### src/rtl/dtc_pkg.sv
// ============================================================================
// Module  : dtc_pkg
// Purpose : Shared widths, types and state encoding for the witness search.
// Rev     : 1.0
// ============================================================================
`default_nettype none

package dtc_pkg;

    localparam int DTC_IN_W  = 12;
    localparam int DTC_CLS_W = 3;

    typedef logic [DTC_IN_W-1:0]  feat_t;
    typedef logic [DTC_CLS_W-1:0] cls_t;

    typedef enum logic [1:0] {
        IDLE  = 2'd0,
        SCAN  = 2'd1,
        DRAIN = 2'd2
    } dtc_ws_state_e;

endpackage

`default_nettype wire

### src/rtl/dtc_skid1.sv
// ============================================================================
// Module  : dtc_skid1
// Purpose : One-entry valid/ready output register; capture and transfer may
//           happen on the same edge for full throughput.
// Rev     : 1.0
// ============================================================================
`default_nettype none

module dtc_skid1
    import dtc_pkg::*;
#(
    parameter int W = DTC_IN_W
) (
    input  logic         clk,
    input  logic         rst,
    input  logic         capture_i,
    input  logic         flush_i,
    input  logic [W-1:0] data_i,
    input  logic         ready_i,
    output logic         valid_o,
    output logic [W-1:0] data_o,
    output logic         slot_free_o
);

    logic         valid_q, valid_d;
    logic [W-1:0] data_q, data_d;

    assign slot_free_o = !valid_q || ready_i;
    assign valid_o     = valid_q;
    assign data_o      = data_q;

    // Capture is only requested by the parent when the slot is free, so a
    // capture implicitly covers any transfer happening on the same edge.
    always_comb begin
        valid_d = valid_q;
        data_d  = data_q;
        if (flush_i) begin
            valid_d = 1'b0;
        end else if (capture_i) begin
            valid_d = 1'b1;
            data_d  = data_i;
        end else if (valid_q && ready_i) begin
            valid_d = 1'b0;
        end
    end

    always_ff @(posedge clk or posedge rst) begin
        if (rst) begin
            valid_q <= 1'b0;
            data_q  <= '0;
        end else begin
            valid_q <= valid_d;
            data_q  <= data_d;
        end
    end

endmodule

`default_nettype wire

### src/rtl/dtc_witness_search.sv
// ============================================================================
// Module  : dtc_witness_search
// Purpose : Sweeps every feature vector through an external classifier and
//           streams out the vectors that classify to the target class.
// Rev     : 1.0
// ============================================================================
`default_nettype none

module dtc_witness_search
    import dtc_pkg::*;
#(
    parameter int IN_W  = DTC_IN_W,
    parameter int CLS_W = DTC_CLS_W
) (
    input  logic             clk,
    input  logic             rst,
    input  logic             start_i,
    input  logic             abort_i,
    input  logic [CLS_W-1:0] target_i,
    output logic [IN_W-1:0]  feat_o,
    input  logic [CLS_W-1:0] class_i,
    output logic             wit_valid_o,
    input  logic             wit_ready_i,
    output logic [IN_W-1:0]  wit_data_o,
    output logic [IN_W:0]    hit_cnt_o,
    output logic             busy_o,
    output logic             done_o
);

    localparam logic [IN_W-1:0] FEAT_LAST = '1;
    localparam logic [IN_W-1:0] FEAT_ONE  = 1;
    localparam logic [IN_W:0]   HIT_ONE   = 1;

    dtc_ws_state_e    state_q, state_d;
    logic [IN_W-1:0]  feat_q, feat_d;
    logic [IN_W:0]    hit_q, hit_d;
    logic [CLS_W-1:0] tgt_q, tgt_d;
    logic             done_q, done_d;
    logic             busy_q;

    logic             capture;
    logic             flush;
    logic             slot_free;
    logic             match;

    assign match = (class_i == tgt_q);

    always_comb begin
        state_d = state_q;
        feat_d  = feat_q;
        hit_d   = hit_q;
        tgt_d   = tgt_q;
        done_d  = 1'b0;
        capture = 1'b0;
        flush   = 1'b0;
        if (abort_i) begin
            // Abort dominates everything, including a start in IDLE.
            state_d = IDLE;
            flush   = 1'b1;
        end else begin
            case (state_q)
                IDLE: begin
                    if (start_i) begin
                        tgt_d   = target_i;
                        feat_d  = '0;
                        hit_d   = '0;
                        state_d = SCAN;
                    end
                end
                SCAN: begin
                    if (!(match && !slot_free)) begin
                        if (match) begin
                            capture = 1'b1;
                            hit_d   = hit_q + HIT_ONE;
                        end
                        if (feat_q == FEAT_LAST) begin
                            state_d = DRAIN;
                        end else begin
                            feat_d = feat_q + FEAT_ONE;
                        end
                    end
                end
                DRAIN: begin
                    if (!wit_valid_o || wit_ready_i) begin
                        done_d  = 1'b1;
                        state_d = IDLE;
                    end
                end
                default: begin
                    state_d = IDLE;
                end
            endcase
        end
    end

    always_ff @(posedge clk or posedge rst) begin
        if (rst) begin
            state_q <= IDLE;
            feat_q  <= '0;
            hit_q   <= '0;
            tgt_q   <= '0;
            done_q  <= 1'b0;
            busy_q  <= 1'b0;
        end else begin
            state_q <= state_d;
            feat_q  <= feat_d;
            hit_q   <= hit_d;
            tgt_q   <= tgt_d;
            done_q  <= done_d;
            busy_q  <= (state_d != IDLE);
        end
    end

    dtc_skid1 #(
        .W (IN_W)
    ) u_skid (
        .clk         (clk),
        .rst         (rst),
        .capture_i   (capture),
        .flush_i     (flush),
        .data_i      (feat_q),
        .ready_i     (wit_ready_i),
        .valid_o     (wit_valid_o),
        .data_o      (wit_data_o),
        .slot_free_o (slot_free)
    );

    assign feat_o    = feat_q;
    assign hit_cnt_o = hit_q;
    assign busy_o    = busy_q;
    assign done_o    = done_q;

endmodule

`default_nettype wire

### config.mk
export PLATFORM = sky130hd
export DESIGN_NAME = dtc_witness_search
export DESIGN_NICKNAME = d
export VERILOG_FILES = /design/src/rtl/dtc_pkg.sv /design/src/rtl/dtc_skid1.sv /design/src/rtl/dtc_witness_search.sv
export SDC_FILE = /design/constraint.sdc
export NUM_CORES = 1
export LEC_CHECK = 0
export BUFFER_PORTS_ARGS = -buffer_cell sky130_fd_sc_hd__buf_2
export CORE_ASPECT_RATIO = 2
export CORE_MARGIN = 2
export CORE_UTILIZATION = 53
export DETAILED_ROUTE_END_ITERATION = 12
export GPL_TIMING_DRIVEN = 0
export MAX_ROUTING_LAYER = met4
export PLACE_DENSITY = 0.83
export SLEW_MARGIN = 20
export SYNTH_ARGS = -nofsm -noshare
export SYNTH_HDL_FRONTEND = slang
export SYNTH_SLANG_ARGS = --single-unit
### constraint.sdc
create_clock -name clk -period 2.4 [get_ports clk]
set_input_delay 0.48 -clock clk [delete_from_list [all_inputs] [get_ports clk]]
set_output_delay 0.48 -clock clk [all_outputs]
set_load 0.02 [all_outputs]
* Word level (Yosys, flattened, before mapping)
Cells that the tools add are included.
** Word-level totals
- Logic and storage cells :: 58
- Register bits :: 45
- Output and inout bits :: 40
- Bits of input ports :: 11
** Cells by class
- Bitwise logic cells :: 2
- $add $sub $neg :: 2
- Equal/unequal tests :: 8
- Multiplexer cells :: 25
- Reductions and logical operators :: 13
** Operator list (count)
- 2-to-1 mux 13 bit :: 3
- 2-to-1 mux 12 bit :: 3
- one-hot mux 13 bit (2 select lines) :: 1
- one-hot mux 12 bit (2 select lines) :: 1
- adder 13 x 1 -> 13 bit (second input constant) :: 1
- adder 12 x 1 -> 12 bit (second input constant) :: 1
- == test 12 bit (second input constant) :: 1
- 2-to-1 mux 1 bit :: 11
- 2-to-1 mux 2 bit :: 5
- AND reduction 5 bit :: 2
- != test 2 bit (second input constant) :: 4
- one-hot mux 2 bit (3 select lines) :: 1
- nonzero test 2 bit :: 2
- == test 3 bit :: 1
- AND reduction 3 bit :: 1
- nonzero test 3 bit :: 1
- == test 2 x 1 -> 1 bit (second input constant) :: 1
- == test 2 bit (second input constant) :: 1
- logical AND 1 bit :: 2
- logical NOT 1 bit :: 2
- logical NOT 2 bit :: 1
- NOT 1 bit :: 2
- AND reduction 2 bit :: 1
- logical OR 1 bit :: 1

* Logic depth before layout (Yosys ltp)
Gate-level depths: netlist of the first run.
- Depth after elaboration :: 9
- Mapped depth :: 7
- Depth with buffers taken out :: 6

* Cells and area by module
From an unflattened synthesis of the first run, not the netlist that was laid out.
** Unflattened totals
- Cells, all modules :: 231
- Area, all modules :: 2376.0 um2
** Modules (own cells, without submodules)
- dtc_witness_search :: instances 1, area an instance 1825.5 um2, sequential area each 800.8 um2, cells an instance 200
- dtc_skid1 :: instances 1, area an instance 550.5 um2, sequential area each 325.3 um2, cells an instance 31

* Least setup slack after synthesis of the first run
OpenSTA, ideal clock, no wires.
- Path kind :: reg-to-reg
- From :: register feat_q[0], in the netlist feat_o[0]
- To :: register feat_q[3], in the netlist feat_o[3]
- Data arrival time :: 1.929 ns
- Clock period less this slack :: 2.007 ns
- Library setup time :: 0.078 ns
- Required time :: 2.322 ns
- Setup slack :: 0.393 ns
- Path buffers :: 1
- Cell stages (with the launch flop) :: 8
- Cells stage by stage :: dfrtp_1 ha_1 nand4_1 nor4_1 or3_1 buf_2 or3_1 a21oi_1
** On the way
- Word-level cells in the longest chain between the ends :: 4
- Elaborated cells between the ends (all ways) :: 7
- Those cells by class :: 1 x add/sub; 2 x eq/ne; 3 x mux; 1 x reduce/logical
** RTL lines
- from (decl) :: RTL line dtc_witness_search.sv:35 : logic [IN_W-1:0] feat_q, feat_d;
- from (signal assigned) :: RTL line dtc_witness_search.sv:106 : feat_q <= feat_d;
- adder 12 x 1 -> 12 bit :: RTL line dtc_witness_search.sv:79 : feat_d = feat_q + FEAT_ONE;
- 2-to-1 mux 12 bit :: RTL line dtc_witness_search.sv:76 : if (feat_q == FEAT_LAST) begin
- 2-to-1 mux 12 bit :: RTL line dtc_witness_search.sv:71 : if (!(match && !slot_free)) begin
- one-hot mux 12 bit (2 select lines) :: RTL line dtc_witness_search.sv:61 : case (state_q)
Several ways; a longest one is shown, not always the timed one. The select of a mux whose other input is x is not followed.
A chain may end at the register's enable or synchronous reset.

* Worst setup path in the final report of the first run
- From :: register state_q[1]
- To :: register feat_q[9], in the netlist feat_o[9]
** On the way
- Word-level cells in the longest chain between the ends :: 3
- Elaborated cells between the ends (all ways) :: 8
- Those cells by class :: 4 x eq/ne; 1 x mux; 3 x reduce/logical
** RTL lines
- from (decl) :: RTL line dtc_witness_search.sv:34 : dtc_ws_state_e state_q, state_d;
- from (signal assigned) :: RTL line dtc_witness_search.sv:105 : state_q <= state_d;
- == test 2 x 1 -> 1 bit / logical NOT 2 bit (equally long branches) :: RTL line dtc_witness_search.sv:61
- != test 2 bit (no source line) / nonzero test 2 bit (equally long branches)
- AND reduction 5 bit (no source line)
Several ways; a longest one is shown, not always the timed one.

==> results of run 1 <==
==> routing by layer <==
layer / vias to the layer above / wire, um / track usage (%)
li1: 974 / - / -
met1: 1016 / 1930 / 25.5
met2: 78 / 3190 / 43.8
met3: 17 / 239 / 3.11
met4: 0 / 182 / 17.6
met5: - / 0 / -
==> worst reg2reg max path, cell delays in order (launching register included) <==
cell	delay, ns
dfrtp_1	0.47
or2_2	0.32
clkbuf_1	0.22
nor2_1	0.53
clkbuf_1	0.49
nor2_1	0.11
==> through the flow <==
step,cells,util [%]
2_1_floorplan,230,-
3_5_place_dp,332,63.3
6_report,340,65.6
5_1_grt,340,65.6
3_3_place_gp,331,62.8
4_1_cts,340,65.4
==> kinds of logic after synthesis <==
| logic type | count (synthesis) | synth area share (%) |
|---|---|---|
| XOR/XNOR | 4 | 1.55 |
| flip-flops | 45 | 49.9 |
| multiplexers | 12 | 5.98 |
| adder cells (fa/ha/maj) | 2 | 1.11 |
| AND/OR/NAND/NOR | 104 | 25.4 |
| buffers and inverters | 15 | 2.66 |
| AO/OA/AOI/OAI | 48 | 13.4 |
==> power groups by stage <==
stage / clock, mW / sequential [mW] / combinational, mW
final: 0.463 / 0.835 / 0.269
after global routing: 0.498 / 0.840 / 0.296
after detailed placement: 0 / 0.850 / 0.270
after CTS: 0.467 / 0.835 / 0.271
after global placement: 0 / 0.848 / 0.261
after floorplan: 0 / 0.884 / 0.144
==> synthesized netlist by cell type, drive strengths merged, types with 2 or more instances <==
cell and number:
a21oi 12, a31oi 6, and3 3, and4 3, buf 3, clkbuf 6
dfrtp 45, ha 2, inv 6, mux2 12, nand2 31, nand2b 2
nand3 17, nand4 6, nor2 12, nor2b 2, nor3 2, nor4 5
o211ai 4, o21ai 11, o31ai 7, o41ai 2, or3 5, or4 10
xor2 3
==> final cells by class <==
class,count,area (sq um)
Buffer,9,37.5
Clock buffer,6,72.6
Clock inverter,2,10.0
Fill cell,336,1410
Inverter,6,22.5
Multi-Input combinational cell,170,1080
Sequential cell,45,1130
Tap cell,52,65.1
Timing Repair Buffer,50,265
==> registers in the layout (all words and copies together), names as in the netlist <==
register,cells
u_skid.valid_o,1
busy_o,1
feat_o,12
state_q,2
hit_cnt_o,13
done_o,1
tgt_q,3
u_skid.data_o,12
==> worst min path at each step <==
stage / cells after the start / end / from
global placement: 2 / u_skid.data_o[10] / u_skid.data_o[10]
floorplan: 2 / tgt_q[0] / tgt_q[0]
global route: 2 / done_o / rst
finish: 2 / hit_cnt_o[5] / rst
CTS: 2 / u_skid.data_o[9] / rst
detailed placement: 2 / u_skid.data_o[9] / rst
==> flow_summary.ini, run 1 <==
[outcome]
outcome = complete, no violations

[synth]
syn-mean-instance-area_sq_um = 9.82
synth_cells = 230
syn_nets = 243
synth_area_leaders = dfrtp_1 (50%), mux2_2 (6.0%), nand2_1 (5.2%)
yosysWarningCount = 0
synth_cell_type_count = 41
netlist.area_leader.share_pct = 49.9
synth_area_sq_mm = 0.00226
synth_ff_type = dfrtp_1
synth_edf_count = 0
seq_area_frac_synth_pct = 49.9
ys_async_sr_fraction_pct = 100
yosysTopAreaCell = dfrtp_1
ys_ff_latch = 45

[cells_and_area]
drive_above_1_share_pct = 27.8
final_cell_mix = buf_2 (52), dfrtp_1 (45), nand2_1 (31), nand3_1 (17)
stdcell_area_sq_mm = 0.00268
antenna_cells = 0
final_common_cell = buf_2
nets = 300
syn_to_final_growth_pct = 18.8

[worst_setup_path]
rrSetupSlack_ns = 0.14
startpoint = state_q[1]
worst_setup_path_end_kind = flip-flop
critPathTopFamily = simple AND/OR/NAND/NOR gates
slowest_delay_ns = 0.53
crit_chain = or2_2 -> clkbuf_1 -> nor2_1 -> clkbuf_1 -> nor2_1
cp_slowest_cell = nor2_1
crit_required_ns = 2.57
r2r-start = state_q[1]
crit_path_max_fanout = 10
timing.rr.end = feat_o[9]
arrival_ns = 2.43
worst_r2r_path_depth = 5
start_kind = flip-flop
path_buf_inv = 2
setup.worst_path.class = flip-flop to flip-flop
crit_end = feat_o[9]
cp_num_cells = 5

[drt]
viasPerCell = 6.13
num_vias = 2085
drcViolationCount = 0
wirelength_mm = 5.54
ant_nets = 0
drt_first_pass_iters = 5
wl_per_cell_um = 16.3
drtIter0Drc = 103

[floorplanning]
die_y_um = 96.3
initial_core_util_pct = 55.2
die_area_sq_mm = 0.00483
die_x_um = 50.2
io_pins = 51
core_sq_mm = 0.00409
rows = 33

[timing]
fmax_ghz = 0.442
maxSlewHeadroom_pct = 55.8
fin_crit_sh_pct = 94.2
rsz0062_at_grt = no
period_needed_ns = 2.26
hold_viol_final = 0
final.setup.tns_ns = 0
worstMarginPinSlew_ns = 0.656
slew_viol_final = 0
timing.hold.ws_ns = 0.113
setup_violations = 0
worst_slack_ns = 0.139
finalClockSkew_ns = 0.00837

[power_and_ir_drop]
leakage_nw = 1.32
p_total_mw = 1.57
vdd_ir_drop_max_uv = 452
p_comb_share_pct = 17.2
power.switching_uw = 474
powerDensity_mw_per_mm2 = 584
clockPowerShare_pct = 29.5
intPower_mw = 1.09
seqPwrFrac_pct = 53.3
switching_share_pct = 30.3

[clock_network]
clkSinkCount = 45
root_buffer = clkbuf_8
clk_pin_slew_ns = 0.09
cts_buffer_depth = 2
cts_resized = 0
cts_buffers = 5
clock_latency_ns = 0.30
post-cts-setup-buffers = 0
holdBufCountCts = 0
tritoncts = done
htree_levels = 2

[global_route]
grtUsageTotal_pct = 25.1
antenna_found_initial = 0
grt_overflow_total = 0
grt_pass1_wl_mm = 8.79
grt_max_degree = 34
grt_pass1_vias = 1958

[flow_run]
drv_cap = 0

[placed_design]
place_hpwl_mm = 4.17
routabilityCongestion = 0.954
io_buffer_count = 49
placed_area_sq_mm = 0.00259
pre_cts_ws_ns = 0.00842

[worst_hold_path]
hp-class = primary input to async pin
No activity file was read; power rests on OpenSTA's default activity.
==> inputs of run 2 (changes only) <==
--- a/config.mk
+++ b/config.mk
@@ -6,13 +6,14 @@
 export NUM_CORES = 1
 export LEC_CHECK = 0
 export BUFFER_PORTS_ARGS = -buffer_cell sky130_fd_sc_hd__buf_2
-export CORE_ASPECT_RATIO = 2
+export CORE_ASPECT_RATIO = 0.9
 export CORE_MARGIN = 2
 export CORE_UTILIZATION = 53
 export DETAILED_ROUTE_END_ITERATION = 12
 export GPL_TIMING_DRIVEN = 0
 export MAX_ROUTING_LAYER = met4
 export PLACE_DENSITY = 0.83
+export SETUP_SLACK_MARGIN = 0.05
 export SLEW_MARGIN = 20
 export SYNTH_ARGS = -nofsm -noshare
 export SYNTH_HDL_FRONTEND = slang
==> run 2 against run 1 <==
  * Maximum frequency is 4.7% higher
  * Sequential power hardly changed
  * Largest power group unchanged
  * Die area is 0.64% lower
  * Global-route usage is 1.1 points higher
  * Sequential cell count stayed put
  * Sequential share of layout area is 0.48 points lower
  * Critical endpoint is now u_skid.data_o[6]
  * Largest cell class unchanged
  * First-iteration DRC count is 110% higher
==> flow_summary.ini, run 2 (synthesized netlist as in run 1, its figures left out) <==
[outcome]
outcome = complete, no violations

[worst_setup_path]
slowest_delay_ns = 0.50
worst_r2r_path_depth = 5
crit_chain = xor2_1 -> nor4_4 -> nand2_1 -> clkbuf_1 -> mux2_2
crit_path_max_fanout = 10
start_kind = flip-flop
rrSetupSlack_ns = 0.24
crit_end = u_skid.data_o[6]
cp_num_cells = 5
cp_slowest_cell = nor4_4
startpoint = tgt_q[1]
setup.worst_path.class = flip-flop to flip-flop
arrival_ns = 2.35
timing.rr.end = u_skid.data_o[6]
worst_setup_path_end_kind = flip-flop
critPathTopFamily = simple AND/OR/NAND/NOR gates
path_buf_inv = 1
r2r-start = tgt_q[1]
crit_required_ns = 2.60

[cells_and_area]
stdcell_area_sq_mm = 0.00271
largest_register_ff_count = 13
final_common_cell = buf_2
n_fill_cell = 331
drive_above_1_share_pct = 28.1
nets = 300
multiInputGateArea_sq_mm = 0.00109
syn_to_final_growth_pct = 20.2
final-seq-area_sq_mm = 0.00113
antenna_cells = 0
final_cell_mix = buf_2 (52), dfrtp_1 (45), nand2_1 (31), nand3_1 (17)

[drt]
drtIter0Drc = 220
wl_per_cell_um = 16.5
num_vias = 2056
wirelength_mm = 5.54
drt_first_pass_iters = 4
viasPerCell = 6.12
drcViolationCount = 0
ant_nets = 0

[timing]
worstMarginPinSlew_ns = 0.689
hold_viol_final = 0
maxSlewHeadroom_pct = 53.7
fmax_ghz = 0.463
fin_crit_sh_pct = 90.0
slew_viol_final = 0
setup_violations = 0
final.setup.tns_ns = 0
period_needed_ns = 2.16
finalClockSkew_ns = 0.00687
rsz0062_at_grt = no

[clock_network]
root_buffer = clkbuf_8
post-cts-setup-buffers = 0
holdBufCountCts = 0
clock_latency_ns = 0.30
clk_pin_slew_ns = 0.08
tritoncts = done
cts_buffers = 5
htree_levels = 2
cts_buffer_depth = 2
clkSinkCount = 45

[worst_hold_path]
hp-class = primary input to async pin

[placed_design]
placed_area_sq_mm = 0.00258
place_hpwl_mm = 3.87
routabilityCongestion = 0.897
io_buffer_count = 49

[power_and_ir_drop]
vdd_ir_drop_max_uv = 420
leakage_nw = 1.33
powerDensity_mw_per_mm2 = 630

[flow_run]
drv_cap = 0

[global_route]
grt_max_degree = 35
grtUsageTotal_pct = 26.2
antenna_found_initial = 0
grt_overflow_total = 0
grt_pass1_vias = 1905
grt_pass1_wl_mm = 9.29

[floorplanning]
core_sq_mm = 0.00407
io_pins = 51
initial_core_util_pct = 55.4
die_y_um = 65.9
die_area_sq_mm = 0.00480
rows = 22
die_x_um = 72.8
[run 2: stage by stage]
step	util [%]	cells	worst slack [ns]	hold slack (ns)	power, mW
after floorplan	-	230	0.393	0.466	1.03
after global placement	62.9	327	0.0677	0.457	1.10
after detailed placement	63.4	328	0.0554	0.433	1.12
after CTS	66.3	336	0.149	0.107	1.71
after global routing	66.6	336	0.0805	0.120	1.78
final	66.6	336	0.240	0.0954	1.71
[run 2: per-layer routing]
layer / track usage [%] / vias up / wire length (um)
li1: - / 979 / -
met1: 36.3 / 995 / 2550
met2: 37.5 / 73 / 2610
met3: 4.42 / 9 / 269
met4: 12.5 / 0 / 107
met5: - / - / 0
[run 2: worst min path at each step]
stage	from	endpoint	depth (start not counted)
floorplan	tgt_q[0]	tgt_q[0]	2
global placement	u_skid.data_o[10]	u_skid.data_o[10]	2
detailed placement	rst	busy_o	2
CTS	rst	hit_cnt_o[1]	2
global route	rst	busy_o	2
finish	rst	busy_o	2
[run 2: repair_timing]
| action | 4_1_cts | 5_1_grt |
|---|---|---|
| gates resized for setup | 0 | 4 |
| endpoints found under the setup margin | 0 | 15 |
| endpoints found under the hold margin | 0 | 0 |
[run 2: layout make-up]
class / count / area share (%)
tap: 48 / 2.21
inverter: 6 / 0.830
sequential: 45 / 41.5
multi-input combinational: 170 / 40.0
timing repair buffer: 50 / 9.77
buffer: 9 / 1.38
clock buffer: 7 / 3.18
clock inverter: 1 / 1.11
[run 2: report_power, final]
group | internal (mW) | switching (mW)
Combinational | 0.0910 | 0.186
Sequential | 0.800 | 0.0373
Clock | 0.339 | 0.256
